**src/rtl/opendap_swd_host.sv**
```systemverilog
`default_nettype none
// ============================================================================
//  Module      : opendap_swd_host
//  Description : SWD host serial engine. Executes one command at a time
//                (DP/AP transfer, line reset, idle clocks, no-op), generates
//                SWCLK from clk, serialises header/write data and samples
//                ACK/read data/parity from the target SW-DP.
//  Revision    : 1.0 - initial release
// ============================================================================
module opendap_swd_host #(
    parameter int DIV_W = 8
) (
    input  logic             clk,
    input  logic             rst_n,
    input  logic [DIV_W-1:0] clkdiv,
    input  logic             cmd_valid,
    output logic             cmd_ready,
    input  logic [1:0]       cmd_op,
    input  logic             cmd_ap_ndp,
    input  logic             cmd_r_nw,
    input  logic [1:0]       cmd_addr,
    input  logic [31:0]      cmd_wdata,
    output logic             rsp_valid,
    output logic [2:0]       rsp_ack,
    output logic [31:0]      rsp_rdata,
    output logic             rsp_parity_err,
    output logic             swclk,
    output logic             swdo,
    output logic             swdo_en,
    input  logic             swdi
);

    localparam logic [3:0] S_IDLE    = 4'd0;
    localparam logic [3:0] S_HDR     = 4'd1;
    localparam logic [3:0] S_TRN1    = 4'd2;
    localparam logic [3:0] S_ACK     = 4'd3;
    localparam logic [3:0] S_RDATA   = 4'd4;
    localparam logic [3:0] S_TRN2    = 4'd5;
    localparam logic [3:0] S_WDATA   = 4'd6;
    localparam logic [3:0] S_LRST    = 4'd7;
    localparam logic [3:0] S_IDLECLK = 4'd8;

    localparam logic [1:0] OP_XFER = 2'b00;
    localparam logic [1:0] OP_LRST = 2'b01;
    localparam logic [1:0] OP_IDLE = 2'b10;

    logic [3:0]       state;
    logic [DIV_W-1:0] div;        // divider latched at accept
    logic [DIV_W-1:0] phase_cnt;  // clk cycles elapsed in current SWCLK phase
    logic [5:0]       bit_cnt;    // bit index within current state
    logic [31:0]      shreg;      // write data out / read data in / idle count
    logic             par;        // running parity (read check or write parity)
    logic [2:0]       ack;
    logic             ap_ndp;
    logic             r_nw;
    logic [1:0]       addr;

    logic [7:0]       hdr;
    logic             phase_end;
    logic             rise;
    logic             fall;
    logic             ack_ok;
    logic             last_bit;
    logic             done;
    logic             imm_done;

    // Request header, bit 0 goes on the wire first: start, APnDP, RnW, A2, A3,
    // parity, stop, park.
    assign hdr = {1'b1, 1'b0, ap_ndp ^ r_nw ^ addr[0] ^ addr[1],
                  addr[1], addr[0], r_nw, ap_ndp, 1'b1};

    assign phase_end = (state != S_IDLE) && (phase_cnt == div);
    assign rise      = phase_end && !swclk;   // end of low phase: sample swdi
    assign fall      = phase_end &&  swclk;   // end of high phase: next bit
    assign ack_ok    = (ack == 3'b001);
    assign cmd_ready = (state == S_IDLE);
    assign done      = fall && last_bit;

    // Commands that finish without producing any SWCLK cycle.
    assign imm_done  = (cmd_op == 2'b11) ||
                       ((cmd_op == OP_IDLE) && (cmd_wdata[7:0] == 8'd0));

    // Decide whether the bit currently on the wire is the final one of the command.
    always_comb begin
        last_bit = 1'b0;
        case (state)
            S_TRN2:    last_bit = !(ack_ok && !r_nw);
            S_WDATA:   last_bit = (bit_cnt == 6'd32);
            S_LRST:    last_bit = (bit_cnt == 6'd51);
            S_IDLECLK: last_bit = (shreg[7:0] == 8'd1);
            default:   last_bit = 1'b0;
        endcase
    end

    // Main sequencer: command accept, SWCLK phase timing, bit shifting and response.
    always_ff @(posedge clk or negedge rst_n) begin
        if (!rst_n) begin
            state          <= S_IDLE;
            div            <= '0;
            phase_cnt      <= '0;
            bit_cnt        <= '0;
            shreg          <= '0;
            par            <= 1'b0;
            ack            <= '0;
            ap_ndp         <= 1'b0;
            r_nw           <= 1'b0;
            addr           <= '0;
            swclk          <= 1'b0;
            swdo           <= 1'b0;
            swdo_en        <= 1'b0;
            rsp_valid      <= 1'b0;
            rsp_ack        <= '0;
            rsp_rdata      <= '0;
            rsp_parity_err <= 1'b0;
        end else begin
            rsp_valid <= 1'b0;
            if (state == S_IDLE) begin
                if (cmd_valid) begin
                    div       <= clkdiv;
                    phase_cnt <= '0;
                    swclk     <= 1'b0;
                    bit_cnt   <= '0;
                    ap_ndp    <= cmd_ap_ndp;
                    r_nw      <= cmd_r_nw;
                    addr      <= cmd_addr;
                    shreg     <= cmd_wdata;
                    par       <= 1'b0;
                    ack       <= '0;
                    swdo_en   <= 1'b1;
                    swdo      <= 1'b0;
                    if (imm_done) begin
                        rsp_valid      <= 1'b1;
                        rsp_ack        <= '0;
                        rsp_rdata      <= '0;
                        rsp_parity_err <= 1'b0;
                    end else if (cmd_op == OP_XFER) begin
                        state <= S_HDR;
                        swdo  <= 1'b1;   // start bit
                    end else if (cmd_op == OP_LRST) begin
                        state <= S_LRST;
                        swdo  <= 1'b1;
                    end else begin
                        state <= S_IDLECLK;
                    end
                end
            end else begin
                if (phase_end) begin
                    phase_cnt <= '0;
                    swclk     <= !swclk;
                end else begin
                    phase_cnt <= phase_cnt + DIV_W'(1);
                end

                if (rise) begin
                    case (state)
                        S_ACK: ack[bit_cnt[1:0]] <= swdi;
                        S_RDATA: begin
                            // Data bits shift in LSB first; parity bit only
                            // folds into the running check.
                            if (bit_cnt < 6'd32) begin
                                shreg <= {swdi, shreg[31:1]};
                            end
                            par <= par ^ swdi;
                        end
                        default: ;
                    endcase
                end

                if (done) begin
                    state          <= S_IDLE;
                    swdo_en        <= 1'b1;
                    swdo           <= 1'b0;
                    rsp_valid      <= 1'b1;
                    rsp_ack        <= ((state == S_TRN2) || (state == S_WDATA)) ? ack : 3'b000;
                    rsp_rdata      <= ((state == S_TRN2) && ack_ok && r_nw) ? shreg : 32'd0;
                    rsp_parity_err <= (state == S_TRN2) && ack_ok && r_nw && par;
                end else if (fall) begin
                    case (state)
                        S_HDR: begin
                            if (bit_cnt == 6'd7) begin
                                state   <= S_TRN1;
                                bit_cnt <= '0;
                                swdo_en <= 1'b0;
                                swdo    <= 1'b0;
                            end else begin
                                bit_cnt <= bit_cnt + 6'd1;
                                swdo    <= hdr[bit_cnt[2:0] + 3'd1];
                            end
                        end
                        S_TRN1: begin
                            state   <= S_ACK;
                            bit_cnt <= '0;
                        end
                        S_ACK: begin
                            if (bit_cnt == 6'd2) begin
                                bit_cnt <= '0;
                                if (ack_ok && r_nw) begin
                                    state <= S_RDATA;
                                    shreg <= '0;
                                    par   <= 1'b0;
                                end else begin
                                    state <= S_TRN2;
                                end
                            end else begin
                                bit_cnt <= bit_cnt + 6'd1;
                            end
                        end
                        S_RDATA: begin
                            if (bit_cnt == 6'd32) begin
                                state <= S_TRN2;
                            end else begin
                                bit_cnt <= bit_cnt + 6'd1;
                            end
                        end
                        S_TRN2: begin
                            // Only an OK write gets here without completing.
                            state   <= S_WDATA;
                            bit_cnt <= '0;
                            swdo_en <= 1'b1;
                            swdo    <= shreg[0];
                            par     <= ^shreg;
                        end
                        S_WDATA: begin
                            bit_cnt <= bit_cnt + 6'd1;
                            if (bit_cnt == 6'd31) begin
                                swdo <= par;
                            end else begin
                                swdo  <= shreg[1];
                                shreg <= {1'b0, shreg[31:1]};
                            end
                        end
                        S_LRST: bit_cnt <= bit_cnt + 6'd1;
                        S_IDLECLK: shreg[7:0] <= shreg[7:0] - 8'd1;
                        default: ;
                    endcase
                end
            end
        end
    end

endmodule
`default_nettype wire

```
**config.mk**
```make
export PLATFORM = sky130hd
export DESIGN_NAME = opendap_swd_host
export DESIGN_NICKNAME = d
export VERILOG_FILES = /design/src/rtl/opendap_swd_host.sv
export SDC_FILE = /design/constraint.sdc
export NUM_CORES = 1
export LEC_CHECK = 0
export BUFFER_PORTS_ARGS = -buffer_cell sky130_fd_sc_hd__buf_4
export CAP_MARGIN = 20
export CORE_MARGIN = 2
export CORE_UTILIZATION = 30
export DETAILED_ROUTE_END_ITERATION = 10
export MAX_ROUTING_LAYER = met4
export PLACE_DENSITY = 0.59
export SLEW_MARGIN = 15
export SYNTH_ARGS = -nofsm -noshare
export SYNTH_HDL_FRONTEND = slang
export SYNTH_SLANG_ARGS = --single-unit
export TNS_END_PERCENT = 1
```
**constraint.sdc**
```tcl
create_clock -name clk -period 3.8 [get_ports clk]
set_input_delay 0.57 -clock clk [delete_from_list [all_inputs] [get_ports clk]]
set_output_delay 0.57 -clock clk [all_outputs]
set_load 0.02 [all_outputs]
```
### Word-level counts from Yosys, hierarchy flattened

Cells that the tools add are included.

| storage, ports and cells | value |
|---|---|
| logic and storage cells | 187 |
| output and inout bits | 41 |
| bits of input ports | 50 |
| register bits after elaboration | 106 |

| cells by class | value |
|---|---|
| mux-type cells | 90 |
| bitwise operators | 4 |
| magnitude comparators | 4 |
| equality and inequality tests | 27 |
| add/sub/neg operators | 4 |
| reduce and logical (&&, ||, !) cells | 41 |

Operators by type and width:

| kind | number |
|---|---|
| two-way mux 32 bit | 15 |
| one-hot mux 24 bit (2 select lines) | 1 |
| two-way mux 6 bit | 7 |
| two-way mux 4 bit | 10 |
| two-way mux 1 bit | 35 |
| XOR reduction 32 bit | 1 |
| one-hot mux 6 bit (5 select lines) | 1 |
| two-way mux 3 bit | 9 |
| two-way mux 8 bit | 3 |
| one-hot mux 8 bit (3 select lines) | 1 |
| one-hot mux 4 bit (5 select lines) | 1 |
| == test 4 x 3 -> 1 bit (second input constant) | 4 |
| == test 6 bit (second input constant) | 2 |
| inequality test 4 bit (second input constant) | 3 |
| logical AND 1 bit | 11 |
| nonzero test 2 bit | 5 |
| AND reduction 3 bit | 3 |
| adder 8 x 1 -> 8 bit (second input constant) | 1 |
| == test 4 x 2 -> 1 bit (second input constant) | 2 |
| == test 8 x 1 -> 1 bit (second input constant) | 1 |
| == test 8 bit | 1 |
| zero test 8 bit | 1 |
| nonzero test 4 bit | 2 |
| subtractor 8 x 1 -> 8 bit (second input constant) | 1 |
| 37 further kinds | 49 |

### Longest topological paths before layout

| logic depth | value |
|---|---|
| word-level depth | 10 |
| mapped depth | 12 |
| depth with buffers taken out | 8 |

### Worst setup path before layout

No wires, ideal clock.

| timing path | value |
|---|---|
| path kind | reg2reg |
| start point | register bit_cnt[0] |
| end point | register shreg[12] |
| setup slack | 1.074 ns |
| cell stages (with the launch flop) | 12 |
| arrival time | 2.600 ns |
| path buffers | 3 |
| cell sequence | dfrtp_1 -> clkbuf_1 -> inv_1 -> ha_1 -> inv_2 -> o31a_1 -> or4_1 -> buf_2 -> and3_4 -> or2_0 -> buf_2 -> a221o_1 |

| on the way | value |
|---|---|
| word-level cells in the longest chain between the ends | 10 |

Ends and longest elaborated chain:

| item | RTL line | RTL |
|---|---|---|
| from (decl) | 50 | `logic [5:0] bit_cnt;` |
| from (signal assigned) | 186 | `bit_cnt <= bit_cnt + 6'd1;` |
| from (signal assigned) | 205 | `bit_cnt <= bit_cnt + 6'd1;` |
| from (signal assigned) | 212 | `bit_cnt <= bit_cnt + 6'd1;` |
| < comparator 6 bit | 160 | `if (bit_cnt < 6'd32) begin` |
| two-way mux 32 bit | 160 |  |
| two-way mux 32 bit | 155 | `case (state)` |
| two-way mux 32 bit | 154 | `if (rise) begin` |
| two-way mux 32 bit | 197 | `if (ack_ok && r_nw) begin` |
| two-way mux 32 bit | 195 | `if (bit_cnt == 6'd2) begin` |
| one-hot mux 24 bit (2 select lines) | 178 | `case (state)` |
| two-way mux 32 bit | 177 | `end else if (fall) begin` |
| two-way mux 32 bit * | 169 | `if (done) begin` |
| two-way mux 32 bit * | 117 | `if (state == S_IDLE) begin` |
| to (signal assigned) | 126 | `shreg <= cmd_wdata;` |
| to (signal assigned) | 161 | `shreg <= {swdi, shreg[31:1]};` |
| to (signal assigned) | 229 | `shreg <= {1'b0, shreg[31:1]};` |
| to (decl) | 51 | `logic [31:0] shreg;` |

Mark *: on every way between the ends. The rest lies on a longest branch, timed or not.
A chain may end at the register's enable or synchronous reset.

### Final worst setup path

| timing path | value |
|---|---|
| start point | register state[3] |
| end point | register rsp_rdata[27] |

| on the way | value |
|---|---|
| word-level cells in the longest chain between the ends | 6 |

Ends and longest elaborated chain:

| item | RTL line | RTL |
|---|---|---|
| from (decl) | 47 | `logic [3:0] state;` |
| from (signal assigned) | 98 | `state <= S_IDLE;` |
| from (signal assigned) | 137 | `state <= S_HDR;` |
| from (signal assigned) | 140 | `state <= S_LRST;` |
| parallel branches: the longest is 6 deep, another holds == test 4 bit | n/a |  |
| to (signal assigned) | 175 | `rsp_rdata <= ((state == S_TRN2) && ack_ok && r_nw) ? shreg : 32'd0;` |
| to (decl) | 25 | `output logic [31:0] rsp_rdata,` |

Parallel ways; which one is timed is not known. The select of a mux whose other input is x is not followed.

==> key figures <==
Synth
  – Largest family of logic cells by synthesized area: compound AO/OA/AOI/OAI gates
  – Ys flop type: dfrtp_1
  – Mapped Nets: between 800 and 900
  – Synth Warn #: 0
  – Synth Area in Simple Gates: between 10% and 20%
  – Xor/xnor share of the synthesized area: 6.386%
  – Fraction of synthesis flops using an asynchronous set or reset pin: 100.0%
  – Post-synthesis mux area share: a little under a tenth
  – Post-synthesis sequential area ratio: 38.57%
  – Number of synthesized register bits: 106
  – Compound-cell area share of the yosys netlist: 20.23%
  – Post-Syn Area: 6877 um2
  – Cells after Synth: 748
  – Post-synth EDFFs: 0
  – Post-Synth Adder-Cell Area: 2.001%
  – Synth unique cells: 79
  – Syn Area/Cell: 9.193 um2

Timing
  – Pins Over Slew Limit: 0
  – Final setup fails: 0
  – Unrepaired setup endpoints after global routing: false
  – FMAX: around 320 MHz
  – Setup ws final: around 0.71 ns
  – Number of hold violations in the final report: 0
  – Fin crit share: 81.37%
  – Final Skew: between 0.015 and 0.02 ns
  – Post-route minimum period: 3.092 ns
  – Total negative slack: 0 ns
  – Slew @ Worst Pin: 0.9688 ns
  – Slew margin rel.: around a third

Route
  – Avg WL per Cell: ~17 um
  – Detailed-route DRC error count: 0
  – Via count: between 5000 and 6000
  – DR vias/cell: 5.206
  – WL final: 19170 um
  – First drt pass iteration count: 5
  – Routed Antenna Nets: 0
  – DR iter-0 viols: around 410

Global route
  – Initial antenna violation count: 0
  – First-pass GRT wire length: 30620 um
  – Grt ovf: 0
  – GRT Util Overall: about 17%
  – Largest net degree at the start of global routing: 58
  – Vias in the first global route: 5505

Run
  – Max-cap violation count: 0

Final layout
  – Layout cells sized above 1: 19.32%
  – Area growth syn-to-layout: 17.78%
  – Ant. Diodes: 0
  – Filler cells: 2355
  – Layout net count: just under 900

Floorplanning
  – Chip Height: between 150 and 200 um
  – Initial core utilization: between 30 and 40%
  – FP Rows: 55
  – Core area: 22570 um2
  – IO Pins: 91
  – Die width: 155.4 um
  – Die area: ~24000 um2

Placement
  – Place WS: 0.6872 ns
  – Post-DP HPWL: 13970 um
  – Port Buffer Count: 90
  – GPL Wtd Cong: 0.9041

Setup path
  – Slowest Stage Delay on Critical Path: 0.80 ns
  – Slowest CP cell: or4_4
  – Critical path type: flop to flop
  – WP data arrival: 3.39 ns
  – Crit path launch type: flop
  – Critical Path Most Common Cell: a21oi_4
  – CP Cell Sequence: or4_4, nand2_2, or3_1, a21oi_4, a21oi_4, buf_4, mux2i_1
  – CP delay by family, top: simple AND/OR/NAND/NOR gates
  – Critical Path RT: ~4 ns
  – CP max FO: 35
  – CP Buf/Inv Count: 1
  – Endpoint class of the critical path: flop

Clock tree
  – Clock Pin Slew Worst Setup and Hold Paths: 0.08 ns
  – Total CTS buffers: 9
  – Sink Count: 106
  – CTS Buffer Depth: 2
  – PostCTS Resize Cnt: 0
  – Setup Buffers After CTS: 0
  – Post-CTS Hold Buffers: 0
  – H-tree Lvls: 3
  – Clk_lat worst skew: 0.37 ns
  – CTS tree: done
  – CTS root buffer: clkbuf_16

Power and ir drop
  – VDD IR max: 0.3615 mV
  – Static Leak: about 0.0037 uW
  – PD cells: 707.4 nW/um2

Status
  – Outcome: completed

Worst hold path
  – HP Class: primary input to asynchronous set/reset pin
-- routing by layer --
metal,track usage (%),vias up,wire length [um]
met1,22.61,2750,9132
met2,24.44,178,8584
met5,-,-,0
li1,-,2781,-
met4,6.247,0,539
met3,2.786,33,916
-- state kept, by name, indices dropped and copies added (netlist names) --
| register | cells |
|---|---|
| phase_cnt | 8 |
| r_nw | 1 |
| div | 8 |
| par | 1 |
| swdo | 1 |
| ap_ndp | 1 |
| rsp_valid | 1 |
| bit_cnt | 6 |
| addr | 2 |
| swdo_en | 1 |
| rsp_ack | 3 |
| ack | 3 |
| shreg | 32 |
| rsp_parity_err | 1 |
| rsp_rdata | 32 |
| state | 4 |
| swclk | 1 |
-- cells by family (layout without fill, tap and decap cells) --
logic type | count (synthesis) | after routing
simple gates | 206 | 206
compound gates | 191 | 191
fa+ha+maj | 11 | 11
buf+inv | 126 | 196
mux | 61 | 61
flops | 106 | 106
xor+xnor | 47 | 47
-- cell type report --
cell class                 count  area [um2]  area share (%)
sequential                   106        2653           32.75
multi-input combinational    516        3682           45.47
clock inverter                 6       83.83           1.035
clock buffer                  10       229.0           2.827
inverter                      72       271.5           3.352
timing repair buffer         108       823.3           10.17
tap                          285       356.6           4.403
-- layout by cell type (no fill, tap or decap), types with 11 or more instances in the layout --
master      n
inv_1      69
buf_4     107
nor2_1     33
ha_1       11
o31ai_1    22
dfrtp_1   106
mux2_2     11
a211oi_1   14
and3_1     13
nand2_1    74
nand3_1    18
mux2i_1    46
a21oi_1    39
xnor2_1    40
o22a_1     13
o21ai_0    27
-- worst paths after layout --
path | from | to | slack [ns] | cells past startpoint
setup reg to reg | state[3]$_DFFE_PN0P_ | rsp_rdata[27]$_DFFE_PN0P_ | 0.71 | 7
hold / removal | rst_n | shreg[23]$_DFFE_PN0P_ | 0.24 | 1
setup / recovery | state[3]$_DFFE_PN0P_ | rsp_rdata[27]$_DFFE_PN0P_ | 0.71 | 7
hold reg to reg | rsp_rdata[7]$_DFFE_PN0P_ | rsp_rdata[7]$_DFFE_PN0P_ | 0.52 | 1
max in group asynchronous | rst_n | ack[0]$_DFFE_PN0P_ | 2.78 | 2
min in group clk | cmd_r_nw | r_nw$_DFFE_PN0P_ | 0.41 | 3
-- Yosys cell counts (4+ instances only) --
| library cell | count | area (um2) |
|---|---|---|
| nor3_1 | 8 | 40.04 |
| nand2_1 | 74 | 277.8 |
| o31a_1 | 5 | 43.79 |
| nor4_1 | 8 | 50.05 |
| o41ai_2 | 4 | 65.06 |
| a31oi_1 | 4 | 25.02 |
| nand2b_1 | 8 | 50.05 |
| a211oi_1 | 14 | 105.1 |
| o21ai_1 | 8 | 40.04 |
| ha_1 | 11 | 137.6 |
| nor2_1 | 34 | 127.6 |
| nand3_1 | 18 | 90.09 |
| xnor2_1 | 40 | 350.3 |
| a21oi_1 | 40 | 200.2 |
| a22oi_1 | 9 | 67.56 |
| buf_2 | 13 | 65.06 |
| inv_1 | 69 | 259.0 |
| nand4_1 | 6 | 37.54 |
| nor2b_1 | 6 | 37.54 |
| o31ai_1 | 22 | 165.2 |
| a21o_1 | 4 | 30.03 |
| dfrtp_1 | 106 | 2653 |
| a2bb2oi_1 | 7 | 61.31 |
| mux2_2 | 11 | 123.9 |
| buf_6 | 9 | 101.4 |
| clkbuf_1 | 30 | 112.6 |
| mux2i_1 | 46 | 460.4 |
| xor2_1 | 5 | 43.79 |
| a221o_1 | 8 | 80.08 |
| o22a_1 | 13 | 113.9 |
| and3_1 | 13 | 81.33 |
| o21ai_0 | 27 | 135.1 |
| mux2_1 | 4 | 45.04 |
-- metrics by stage --
step	instances	util, %	area (um2)	hold WS, ns	power, uW
after floorplan	748	-	6877	0.2744	4087
after global placement	1087	34.50	7786	0.4946	4718
after detailed placement	1087	34.50	7786	0.5068	4751
after CTS	1103	35.88	8099	0.2635	5762
after global routing	1103	35.88	8099	0.2767	6150
final	1103	35.88	8099	0.2388	5730
-- power breakdown --
part / total, uW / switching (uW) / internal, uW
registers: 1760 / 377 / 1390
logic: 2970 / 1470 / 1500
clock network: 995 / 468 / 527
No activity file was read; power rests on OpenSTA's default activity.
